===== config.mk =====
export PLATFORM = sky130hd
export DESIGN_NAME = dorodon_input_cond
export DESIGN_NICKNAME = d
export VERILOG_FILES = /design/src/rtl/dorodon_input_cond.sv
export SDC_FILE = /design/constraint.sdc
export NUM_CORES = 1
export LEC_CHECK = 0
export ABC_AREA = 1
export CAP_MARGIN = 30
export CORE_ASPECT_RATIO = 0.7
export CORE_MARGIN = 2
export CORE_UTILIZATION = 24
export CTS_BUF_LIST = sky130_fd_sc_hd__clkbuf_8
export DETAILED_ROUTE_END_ITERATION = 8
export PLACE_DENSITY = 0.46
export SETUP_SLACK_MARGIN = 0.15
export SLEW_MARGIN = 20
export SYNTH_ARGS = -nofsm -noshare
export SYNTH_HDL_FRONTEND = slang
export SYNTH_SLANG_ARGS = --single-unit

===== constraint.sdc =====
create_clock -name clk_sys -period 3.36 [get_ports clk_sys]
set_clock_uncertainty 0.05 [all_clocks]
set_input_delay 0.672 -clock clk_sys [delete_from_list [all_inputs] [get_ports clk_sys]]
set_output_delay 0.672 -clock clk_sys [all_outputs]
set_load 0.05 [all_outputs]

===== src/rtl/dorodon_input_cond.sv =====
// Input conditioning for the ladybug core: PS/2 key decode, joystick merge,
// orientation remap and a queued, gap-separated coin pulse shaper.
module dorodon_input_cond #(
    parameter int COIN_PULSE = 400000,
    parameter int COIN_GAP   = 400000,
    parameter int COIN_QMAX  = 3,
    parameter int CNT_W      = 20
) (
    input  logic        clk_sys,
    input  logic        reset_n,
    input  logic [10:0] ps2_key,
    input  logic [15:0] joy,
    input  logic        rotate,
    output logic [1:0]  but_coin_s,
    output logic [1:0]  but_fire_s,
    output logic [1:0]  but_bomb_s,
    output logic [1:0]  but_select_s,
    output logic [1:0]  but_up_s,
    output logic [1:0]  but_down_s,
    output logic [1:0]  but_left_s,
    output logic [1:0]  but_right_s,
    output logic        key_test,
    output logic        coin_busy
);

    localparam int QW = $clog2(COIN_QMAX + 1);
    localparam int NK = 17;

    localparam logic [4:0] K_UP     = 5'd0;
    localparam logic [4:0] K_DOWN   = 5'd1;
    localparam logic [4:0] K_LEFT   = 5'd2;
    localparam logic [4:0] K_RIGHT  = 5'd3;
    localparam logic [4:0] K_FIRE   = 5'd4;
    localparam logic [4:0] K_BOMB   = 5'd5;
    localparam logic [4:0] K_START1 = 5'd6;
    localparam logic [4:0] K_START2 = 5'd7;
    localparam logic [4:0] K_COIN1  = 5'd8;
    localparam logic [4:0] K_COIN2  = 5'd9;
    localparam logic [4:0] K_UP2    = 5'd10;
    localparam logic [4:0] K_DOWN2  = 5'd11;
    localparam logic [4:0] K_LEFT2  = 5'd12;
    localparam logic [4:0] K_RIGHT2 = 5'd13;
    localparam logic [4:0] K_FIRE2  = 5'd14;
    localparam logic [4:0] K_BOMB2  = 5'd15;
    localparam logic [4:0] K_TEST   = 5'd16;

    typedef enum logic [1:0] {S_IDLE, S_PULSE, S_GAP} state_t;

    logic          armed_q;
    logic          hist_q;
    logic [NK-1:0] keys_q, keys_d;
    logic          key_hit;
    logic [4:0]    key_sel;
    logic          key_evt;

    logic [1:0] up_m, down_m, left_m, right_m, fire_m, bomb_m, sel_m;
    logic [1:0] but_up_q, but_down_q, but_left_q, but_right_q;
    logic [1:0] but_fire_q, but_bomb_q, but_select_q;

    logic           coin_req, req_q, coin_edge, coin_deq, coin_low;
    logic [QW-1:0]  queue_q, queue_d;
    state_t         state_q, state_d;
    logic [CNT_W-1:0] cnt_q, cnt_d;

    logic unused_joy;
    assign unused_joy = ^joy[15:9];

    // Direction keys accept both the plain and the E0-extended code.
    always_comb begin
        key_hit = 1'b1;
        key_sel = K_UP;
        case (ps2_key[8:0])
            9'h075, 9'h175: key_sel = K_UP;
            9'h072, 9'h172: key_sel = K_DOWN;
            9'h06B, 9'h16B: key_sel = K_LEFT;
            9'h074, 9'h174: key_sel = K_RIGHT;
            9'h014:         key_sel = K_FIRE;
            9'h029:         key_sel = K_BOMB;
            9'h005, 9'h016: key_sel = K_START1;
            9'h006, 9'h01E: key_sel = K_START2;
            9'h02E:         key_sel = K_COIN1;
            9'h036:         key_sel = K_COIN2;
            9'h02D:         key_sel = K_UP2;
            9'h02B:         key_sel = K_DOWN2;
            9'h023:         key_sel = K_LEFT2;
            9'h034:         key_sel = K_RIGHT2;
            9'h01C:         key_sel = K_FIRE2;
            9'h01B:         key_sel = K_BOMB2;
            9'h02C:         key_sel = K_TEST;
            default:        key_hit = 1'b0;
        endcase
    end

    assign key_evt = armed_q && (ps2_key[10] != hist_q);

    always_comb begin
        keys_d = keys_q;
        if (key_evt && key_hit) begin
            keys_d[key_sel] = ps2_key[9];
        end
    end

    // armed_q keeps the first post-reset cycle from decoding a stale toggle.
    always_ff @(posedge clk_sys or negedge reset_n) begin
        if (!reset_n) begin
            armed_q <= 1'b0;
            hist_q  <= 1'b0;
            keys_q  <= '0;
        end else begin
            armed_q <= 1'b1;
            hist_q  <= ps2_key[10];
            keys_q  <= keys_d;
        end
    end

    for (genvar gi = 0; gi < 2; gi++) begin : g_player
        localparam logic [4:0] KU = (gi == 0) ? K_UP     : K_UP2;
        localparam logic [4:0] KD = (gi == 0) ? K_DOWN   : K_DOWN2;
        localparam logic [4:0] KL = (gi == 0) ? K_LEFT   : K_LEFT2;
        localparam logic [4:0] KR = (gi == 0) ? K_RIGHT  : K_RIGHT2;
        localparam logic [4:0] KF = (gi == 0) ? K_FIRE   : K_FIRE2;
        localparam logic [4:0] KB = (gi == 0) ? K_BOMB   : K_BOMB2;
        localparam logic [4:0] KS = (gi == 0) ? K_START1 : K_START2;

        logic u_src, d_src, l_src, r_src;
        assign u_src = keys_q[KU] | joy[3];
        assign d_src = keys_q[KD] | joy[2];
        assign l_src = keys_q[KL] | joy[1];
        assign r_src = keys_q[KR] | joy[0];

        assign up_m[gi]    = rotate ? l_src : u_src;
        assign down_m[gi]  = rotate ? r_src : d_src;
        assign left_m[gi]  = rotate ? d_src : l_src;
        assign right_m[gi] = rotate ? u_src : r_src;
        assign fire_m[gi]  = keys_q[KF] | joy[4];
        assign bomb_m[gi]  = keys_q[KB] | joy[5];
        assign sel_m[gi]   = keys_q[KS] | joy[6 + gi];
    end

    always_ff @(posedge clk_sys or negedge reset_n) begin
        if (!reset_n) begin
            but_up_q     <= 2'b11;
            but_down_q   <= 2'b11;
            but_left_q   <= 2'b11;
            but_right_q  <= 2'b11;
            but_fire_q   <= 2'b11;
            but_bomb_q   <= 2'b11;
            but_select_q <= 2'b11;
        end else begin
            but_up_q     <= ~up_m;
            but_down_q   <= ~down_m;
            but_left_q   <= ~left_m;
            but_right_q  <= ~right_m;
            but_fire_q   <= ~fire_m;
            but_bomb_q   <= ~bomb_m;
            but_select_q <= ~sel_m;
        end
    end

    assign but_up_s     = but_up_q;
    assign but_down_s   = but_down_q;
    assign but_left_s   = but_left_q;
    assign but_right_s  = but_right_q;
    assign but_fire_s   = but_fire_q;
    assign but_bomb_s   = but_bomb_q;
    assign but_select_s = but_select_q;
    assign key_test     = keys_q[K_TEST];

    assign coin_req  = keys_q[K_COIN1] | keys_q[K_COIN2] | joy[8] | sel_m[0] | sel_m[1];
    assign coin_edge = coin_req & ~req_q;
    assign coin_deq  = (state_q == S_IDLE) && (queue_q != '0);

    // A simultaneous edge and dequeue cancel out, even when the queue is full.
    always_comb begin
        queue_d = queue_q;
        case ({coin_edge, coin_deq})
            2'b10:   queue_d = (queue_q == QW'(COIN_QMAX)) ? queue_q : queue_q + QW'(1);
            2'b01:   queue_d = queue_q - QW'(1);
            default: queue_d = queue_q;
        endcase
    end

    always_ff @(posedge clk_sys or negedge reset_n) begin
        if (!reset_n) begin
            req_q   <= 1'b0;
            queue_q <= '0;
            state_q <= S_IDLE;
            cnt_q   <= '0;
        end else begin
            req_q   <= coin_req;
            queue_q <= queue_d;
            state_q <= state_d;
            cnt_q   <= cnt_d;
        end
    end

    always_comb begin
        state_d = state_q;
        cnt_d   = cnt_q;
        case (state_q)
            S_IDLE: begin
                if (queue_q != '0) begin
                    state_d = S_PULSE;
                    cnt_d   = CNT_W'(COIN_PULSE - 1);
                end
            end
            S_PULSE: begin
                if (cnt_q == '0) begin
                    state_d = S_GAP;
                    cnt_d   = CNT_W'(COIN_GAP - 1);
                end else begin
                    cnt_d = cnt_q - CNT_W'(1);
                end
            end
            S_GAP: begin
                if (cnt_q == '0) begin
                    state_d = S_IDLE;
                end else begin
                    cnt_d = cnt_q - CNT_W'(1);
                end
            end
            default: state_d = S_IDLE;
        endcase
    end

    // Coin output decodes straight from the state register so reset releases it at once.
    always_comb begin
        coin_low  = (state_q == S_PULSE);
        coin_busy = (state_q != S_IDLE) || (queue_q != '0);
    end

    assign but_coin_s = {1'b1, ~coin_low};

endmodule


# == Word level (Yosys, flattened, before mapping) ==
# Index checks and enable logic that the tools add are counted.
# classes
n_eq_ne,34
order_cmp,2
mux,23
bitwise,28
n_reduce_logical,20
add_sub_neg,3
# op_table
cell,count
case mux 5 bit (16 select lines),1
== test 9 x 6 -> 1 bit (second input constant),8
2-to-1 mux 20 bit,3
case mux 20 bit (3 select lines),1
== test 9 x 5 -> 1 bit (second input constant),5
== test 9 x 7 -> 1 bit (second input constant),4
== test 9 bit (second input constant),4
OR reduction 23 bit,1
logical NOT 20 bit,1
subtractor 20 x 1 -> 20 bit (second input constant),1
== test 9 x 3 -> 1 bit (second input constant),2
bitwise OR 1 bit,18
bitwise mux 17 bit,1
NOT 2 bit,7
2-to-1 mux 1 bit,10
OR reduction 2 bit,5
2-to-1 mux 2 bit,4
== test 2 bit (second input constant),3
< comparator 5 x 6 -> 1 bit (second input constant),1
!= test 2 bit (second input constant),3
case mux 2 bit (3 select lines),1
AND reduction 3 bit,2
nonzero test 2 bit,3
demux 1 bit (select 5 bit),1
14 further kinds,20
# totals
word_cells,124
output_inout_bits,18
inputBits,30
reg_bits,58

# == Longest topological paths before layout ==
# Gate-level depths: netlist of the first run.
# depth
word_depth,8
mapped_depth,14
ltp_nobuf,13

# == Worst setup path after synthesis of the first run ==
# No wires, ideal clock.
# synth_timing
kind,input to register
from,in ps2_key[7]
to,reg keys_q[16]
path_buffers,1
stages,10
arrival_ps,1713
required_ps,3191
slack_ps,1477
setup_ps,119
path_cell_list,nor2_1 > nand3_2 > nor2_2 > nand3b_1 > nor2_1 > nand3_4 > buf_6 > nand3_1 > nand2_1 > nand2_1
# synth_via
elab_chain_cells,8
elab_cells_between_ends,38
classes_between,2 x order compare; 23 x eq/ne; 5 x mux; 8 x reduce/logical
# synth_lines
item,line_no,text
from (decl),11,"input logic [10:0] ps2_key,"
== test 9 x 3 -> 1 bit (tied with other cells),72,case (ps2_key[8:0])
OR reduction 2 bit (on tied branches),-,
case mux 5 bit (16 select lines),72,
< comparator 5 x 6 -> 1 bit (implied by the code) or >= comparator 5 x 1 -> 1 bit (tied branches),99,keys_d[key_sel] = ps2_key[9];
logical AND 1 bit (implied by the code),99,
2-to-1 mux 1 bit (implied by the code),99,
demux 1 bit (select 5 bit),99,
bitwise mux 17 bit,99,
to (signal assigned),112,keys_q <= keys_d;
to (decl),51,"logic [NK-1:0] keys_q, keys_d;"
# Several ways; a longest one is shown, not always the timed one.
# A chain may end at the register's enable or synchronous reset.

# == Worst setup path in the final report of the first run ==
# layout_timing
from,reg state_q[0]
to,out coin_busy
# layout_via
elab_chain_cells,2
# layout_lines
item,line_no,text
from (decl),62,"state_t state_q, state_d;"
from (signal assigned),192,state_q <= state_d;
nonzero test 2 bit,229,coin_busy = (state_q != S_IDLE) || (queue_q != '0);
logical OR 1 bit,229,
to (decl),23,output logic coin_busy
# Every way passes these cells.

==> key figures, run 1 <==
GRT
  • Initial antenna violation count: 0
  • Largest net degree at the start of global routing: 59
  • GRT overflow: 0
  • Vias in the first global route: 3,118
  • GR Util All Layers: 12.5%
  • First-pass GRT wire length: 15.6 mm

Yosys
  • Synth Area in Adders: around 2.2%
  • Asr flop ratio synth: 100%
  • Main synth FF type: dfrtp_1
  • Post-Syn Area: 3490 µm²
  • Commonest cells in the netlist: nand2_1 (111), nor2_1 (83), inv_1 (55), nand3_1 (46), dfrtp_1 (44)
  • Post-synthesis register bit count: 58
  • Ys Warns: 0
  • Simple-gate portion of the synthesized area: a little under two fifths
  • Largest family of logic cells by synthesized area: simple AND/OR/NAND/NOR gates
  • Avg Inst Size Synth: 7.14 µm²
  • Top cells by area, synth: dfrtp_1 (32%), nand2_1 (12%), dfstp_2 (11%), nor2_1 (8.9%), nand3_1 (6.6%)
  • Post-synth EDFFs: 0
  • Cell count after synthesis: slightly below 500
  • Yosys cell types: 32
  • Post-synth top area share: a little under a third
  • Dominant cell type by area after synthesis: dfrtp_1
  • Most common cell in the netlist: nand2_1
  • Sequential area share after synthesis: between 40 and 50%
  • Mux contribution to synthesized area: 0%
  • Xor/xnor share of the synthesized area: 1.76%
  • Compound-Gate Fraction of Synth Area: roughly 7.5%

Worst setup path
  • Most frequent CP cell: inv_1
  • Top delay family on crit path: buffers and inverters
  • Crit path DAT: 2.12 ns
  • Critical path peak fanout: 4
  • Cell depth of the worst setup path: 6
  • Slowest cell on crit path: clkdlybuf4s50_1
  • Worst path max stage delay: 0.80 ns
  • Cells on worst reg2reg path: 10
  • Crit end category: primary output
  • CP Launch Type: flip-flop
  • CP Class: flip-flop to primary output
  • WP buf/inv: 3
  • CP Cell Sequence: inv_1 > ha_1 > nand2_1 > nor2_1 > inv_1 > clkdlybuf4s50_1
  • Data required time of the critical path: around 2.6 ns
  • Register-to-register setup slack: 0.96 ns

CTS
  • CTS tree: built
  • CTS resizes: 0
  • CTS max path bufs: 2
  • Clk Latency, worst-skew pair: 0.34 ns
  • H-tree levels: 3
  • Clk sinks: 58
  • Num CTS Buffers: 9
  • CTS clk-pin slew, worst paths: 0.08 ns
  • Hold_buf cts: 0
  • # Post-CTS Setup Buffers: 0
  • Root buf cell: clkbuf_8

Finish
  • Reg with most FFs: cnt_q
  • Biggest regs: cnt_q (20), keys_q (17)
  • Fraction of layout cells with a size suffix above 1: roughly 11%
  • Core Util, Final: 30.4%
  • Max FFs per register: 20
  • Area growth, synth to finish: 22.4%
  • NumNets Final: around 570
  • ANT cells: 0

Run
  • MaxCap Viol Count: 0

Placed design
  • IO buf count: 39
  • Pre-CTS setup slack: around 0.59 ns
  • Detailed placement HPWL: roughly 6.5 mm
  • Routability cong.: 0.870

STA
  • Crit path time final: 2.85 ns
  • FMAX: 351 MHz
  • Final Hold Fails: 0
  • Final Cycle Share: 84.7%
  • Setup tns final: 0 ns
  • Max Slew Vio Count: 0
  • Slew headroom: 49.3%
  • Final setup violation count: 0
  • Final hold slack: 0.342 ns
  • Least-Margin Pin Slew: around 0.76 ns
  • Post-route setup slack: 0.514 ns
  • Setup repair after global routing missed its margin: false

Floorplanning
  • I/O pin count: 48
  • Chip height: about 100 µm
  • Starting density of the core: 24.8%
  • Row cnt: 36
  • Die W: 148 µm
  • Core area: 14,100 µm²
  • Die area: 15,500 µm²

Route
  • First-pass iteration count of the detailed router: 4
  • Initial detailed-routing violation count: 192
  • Drt total wl: approximately 9 mm
  • DR vias: ~3,200
  • Vias per cell: 4.43
  • Routed length per instance: 12.2 µm
  • Final ANT Viol Nets: 0
  • # DRC: 0

Min path
  • Worst Hold Class: flip-flop to flip-flop
  • Hold Path Cell Cnt: 1

Power
  • P_leak: 2.11 nW
  • Power share of the combinational group: a little under an eighth
  • Seq pwr share: 45.4%
  • VDD IR max: 0.158 mV
  • Internal Pwr Total: 0.00117 W
  • Sw Pwr: roughly 0.00044 W
  • Power Density: roughly 380 nW/µm²
  • Clk pwr share: 43.2%
  • Pwr Total: 0.00161 W
  • Switching Share: between 20 and 30%

Run status
  • Status: finished, final reports clean
layout make-up:
class,instances,area [µm²]
well taps,190,238
flip-flops and latches,58,1470
repair buffers,41,400
clock buffers,11,151
fillers,1553,9780
clock inverters,5,61.3
inverters,63,236
multi-input cells,356,1720
logic make-up after synthesis:
kind of cell,Yosys count
flip-flops,58
adder cells (fa/ha/maj),6
buffers and inverters,76
XOR/XNOR,7
AO/OA/AOI/OAI,48
AND/OR/NAND/NOR,293
other,1
metrics by stage:
| stage | area (µm²) | std cells |
|---|---|---|
| floorplan | 3490 | 490 |
| global placement | 4060 | 708 |
| detailed placement | 4060 | 708 |
| CTS | 4270 | 724 |
| global route | 4270 | 724 |
| finish | 4270 | 724 |
layout by cell type (no fill, tap or decap), drive strengths merged, types with 14 or more instances in the layout:
cell and instances:
nand2 113, nor2 90, inv 63, nand3 50, dfrtp 44, clkdlybuf4s50 38, nand4 24, o21ai 21
a21oi 16, dfstp 14
power groups by stage:
stage | sequential (W) | combinational, W | clock (W)
floorplan | 0.000786 | 0.0000615 | 0
global placement | 0.000744 | 0.000184 | 0
detailed placement | 0.000743 | 0.000185 | 0
CTS | 0.000730 | 0.000185 | 0.000724
global route | 0.000731 | 0.000202 | 0.000760
finish | 0.000730 | 0.000183 | 0.000695
worst paths after layout:
path,startpoint,to
min in group asynchronous,reset_n,keys_q[4]
hold reg to reg,keys_q[5],but_bomb_s[0]
setup / recovery,state_q[0],coin_busy
hold / removal,keys_q[5],but_bomb_s[0]
max in group asynchronous,reset_n,cnt_q[13]
setup reg to reg,cnt_q[0],cnt_q[10]
routing by layer:
layer | global-route usage [%] | wire [µm] | up-vias
met4 | 3.67 | 144 | 0
met2 | 17.2 | 3440 | 52
met1 | 18.6 | 4950 | 1480
met3 | 3.45 | 316 | 11
li1 | - | - | 1662
met5 | 0 | 0 | -
Power figures use the tool's default switching activity.
==> inputs of run 2 (changes only) <==
--- a/config.mk
+++ b/config.mk
@@ -12,7 +12,7 @@
 export CORE_UTILIZATION = 24
 export CTS_BUF_LIST = sky130_fd_sc_hd__clkbuf_8
 export DETAILED_ROUTE_END_ITERATION = 8
-export PLACE_DENSITY = 0.46
+export PLACE_DENSITY = 0.48
 export SETUP_SLACK_MARGIN = 0.15
 export SLEW_MARGIN = 20
 export SYNTH_ARGS = -nofsm -noshare
==> constraint.sdc (replaced) <==
create_clock -name clk_sys -period 2.5 [get_ports clk_sys]
set_clock_uncertainty 0.05 [all_clocks]
set_input_delay 0.5 -clock clk_sys [delete_from_list [all_inputs] [get_ports clk_sys]]
set_output_delay 0.5 -clock clk_sys [all_outputs]
set_load 0.05 [all_outputs]
==> run 2 against run 1 <==
  * Critical path depth is 5 lower
  * Global-route usage is 0.14 points lower
  * Critical path type unchanged
  * First-iteration DRC count is 20% higher
  * Wire length is 0.73% higher
  * Final cell count is 1.4% higher
  * Via count is 1.9% higher
  * Clock-buffer cell count is 2 lower
  * Design area is 2.8% higher
  * Power is 35% higher
  * Sequential power is 34% higher
  * Clock power is 34% higher
  * Flip-flop and latch count stayed put
==> key figures, run 2 (synthesis results as in run 1) <==
Run status
  • Status: finished, final reports clean (unchanged)

CTS
  • Root buf cell: clkbuf_8 (unchanged)
  • Clk Latency, worst-skew pair: 0.34 ns (about the same)
  • Num CTS Buffers: 9 (unchanged)
  • H-tree levels: 3 (unchanged)
  • Clk sinks: 58 (unchanged)
  • CTS clk-pin slew, worst paths: 0.07 ns (was 0.08 ns)
  • Hold_buf cts: 0 (unchanged)
  • # Post-CTS Setup Buffers: 0 (unchanged)
  • CTS resizes: 0 (unchanged)
  • CTS tree: built (unchanged)
  • CTS max path bufs: 2 (unchanged)

Power
  • Clk pwr share: 42.9% (was 43.2%)
  • Power Density: 495 nW/µm² (was 377 nW/µm²)
  • Switching Share: 25.8% (was 27.3%)
  • Seq pwr share: 45.2% (was 45.4%)
  • Internal Pwr Total: 0.00161 W (was 0.00117 W)
  • VDD IR max: 0.228 mV (was 0.158 mV)
  • P_leak: 2.18 nW (was 2.11 nW)
  • Sw Pwr: 0.000560 W (was 0.000439 W)
  • Power share of the combinational group: 12.0% (was 11.4%)

STA
  • Slew headroom: 54.2% (was 49.3%)
  • Setup tns final: 0 ns (unchanged)
  • FMAX: 451 MHz
  • Max Slew Vio Count: 0 (unchanged)
  • Least-Margin Pin Slew: 0.684 ns (was 0.760 ns)
  • Final setup violation count: 0 (unchanged)
  • Crit path time final: 2.22 ns
  • Final Hold Fails: 0 (unchanged)
  • Final Cycle Share: 88.6%
  • Setup repair after global routing missed its margin: false (unchanged)

Worst setup path
  • Data required time of the critical path: 1.95 ns (was 2.64 ns)
  • CP Class: flip-flop to primary output (unchanged)
  • CP Launch Type: flip-flop (unchanged)
  • Cells on worst reg2reg path: 10 (unchanged)
  • Crit end category: primary output (unchanged)
  • Critical path peak fanout: 1 (was 4)
  • R2R Path End: cnt_q[13] (was cnt_q[10])
  • CP Cell Sequence: clkdlybuf4s50_1 (was inv_1 > ha_1 > nand2_1 > nor2_1 > inv_1 > clkdlybuf4s50_1)
  • Slowest cell on crit path: clkdlybuf4s50_1 (unchanged)
  • WP buf/inv: 1 (was 3)
  • Register-to-register setup slack: 0.45 ns (was 0.96 ns)
  • RR Startpoint: state_q[0] (was cnt_q[0])
  • Worst path max stage delay: 0.79 ns (was 0.80 ns)
  • Crit path DAT: 1.67 ns (was 2.12 ns)
  • Top delay family on crit path: buffers and inverters (unchanged)
  • Cell depth of the worst setup path: 1 (was 6)

Placed design
  • IO buf count: 39 (unchanged)
  • Area after DPL: 4190 µm² (was 4060 µm²)
  • Detailed placement HPWL: 6.76 mm (was 6.53 mm)
  • Routability cong.: 0.853 (was 0.870)

Floorplanning
  • Chip height: 105 µm (unchanged)
  • I/O pin count: 48 (unchanged)
  • Die area: 15,500 µm² (unchanged)
  • Row cnt: 36 (unchanged)
  • Core area: 14,100 µm² (unchanged)
  • Starting density of the core: 24.8% (unchanged)
  • Die W: 148 µm (unchanged)

Route
  • First-pass iteration count of the detailed router: 5 (was 4)
  • Drt total wl: 8.92 mm (was 8.86 mm)
  • Final ANT Viol Nets: 0 (unchanged)
  • Routed length per instance: 12.2 µm (about the same)
  • Initial detailed-routing violation count: 231 (was 192)
  • DR vias: 3,266 (was 3,205)
  • Vias per cell: 4.45 (was 4.43)
  • # DRC: 0 (unchanged)

GRT
  • First-pass GRT wire length: 15.3 mm (was 15.6 mm)
  • GR Util All Layers: 12.3% (was 12.5%)
  • Initial antenna violation count: 0 (unchanged)
  • Largest net degree at the start of global routing: 41 (was 59)
  • GRT overflow: 0 (unchanged)
  • Vias in the first global route: 3,191 (was 3,118)

Finish
  • Max FFs per register: 20 (unchanged)
  • Commonest non-fill, non-tap cell in the layout: nand2_1 (unchanged)
  • Fraction of layout cells with a size suffix above 1: 12.9% (was 10.9%)
  • Biggest regs: cnt_q (20), keys_q (17) (unchanged)
  • ANT cells: 0 (unchanged)
  • Fin area: 4390 µm² (was 4270 µm²)
  • Fillers: 1,518 (was 1,553)
  • Reg with most FFs: cnt_q (unchanged)
  • NumNets Final: 576 (was 565)
  • Area growth, synth to finish: 25.9% (was 22.4%)
  • Most frequent cells in the layout: nand2_1 (111), nor2_1 (82), inv_1 (55) (unchanged)

Run
  • MaxCap Viol Count: 0 (unchanged)

Min path
  • Worst Hold Class: primary input to async pin (was flip-flop to flip-flop)
run 2: changes by cell type in the layout (fill, tap and decap cells not counted):
cell,delta
clkbuf_8,-2
bufinv_16,+1
clkdlybuf4s50_1,-2
clkinvlp_4,+1
clkinv_2,+2
inv_6,-1
buf_4,+9
clkinv_4,-2
buf_12,+4
run 2: power groups by stage:
stage	registers (W)	clock network [W]	logic, W
2_1_floorplan	0.00106	0	0.0000827
3_3_place_gp	0.000999	0	0.000260
3_5_place_dp	0.000999	0	0.000262
4_1_cts	0.000982	0.000969	0.000263
5_1_grt	0.000983	0.00102	0.000285
6_report	0.000981	0.000931	0.000260
run 2: layout make-up:
type | count | area (µm²) | area share, %
Clock inverter | 6 | 82.6 | 1.88
Tap cell | 190 | 238 | 5.41
Timing Repair Buffer | 52 | 528 | 12.0
Sequential cell | 58 | 1470 | 33.4
Inverter | 63 | 236 | 5.38
Clock buffer | 9 | 124 | 2.82
Multi-Input combinational cell | 356 | 1720 | 39.0
run 2: worst max-delay path by stage:
stage               startpoint              end  slack, ns
6_report       but_select_s[0]  but_select_s[0]       0.28
5_1_grt               cnt_q[0]        cnt_q[10]       0.19
4_1_cts        but_select_s[0]  but_select_s[0]       0.26
3_5_place_dp        ps2_key[5]        keys_q[6]       0.11
3_3_place_gp        ps2_key[5]        keys_q[7]       0.12
2_1_floorplan       ps2_key[7]       keys_q[16]       0.79
run 2: per-layer routing:
metal | track usage, % | part of all wire [%]
met2 | 17.0 | 40
met1 | 18.3 | 55
met4 | 3.67 | 0.99
met5 | 0 | 0
met3 | 3.54 | 4.8
run 2: metrics by stage:
step | utilization, % | setup slack (ns) | total power, W | cells | hold slack, ns
after floorplan | - | 0.789 | 0.00114 | 490 | 0.154
after global placement | 29.8 | 0.120 | 0.00126 | 719 | 0.329
after detailed placement | 29.8 | 0.113 | 0.00126 | 719 | 0.328
after CTS | 31.3 | 0.258 | 0.00221 | 734 | 0.0686
after global routing | 31.3 | 0.193 | 0.00229 | 734 | 0.0792
final | 31.3 | 0.285 | 0.00217 | 734 | 0.0634
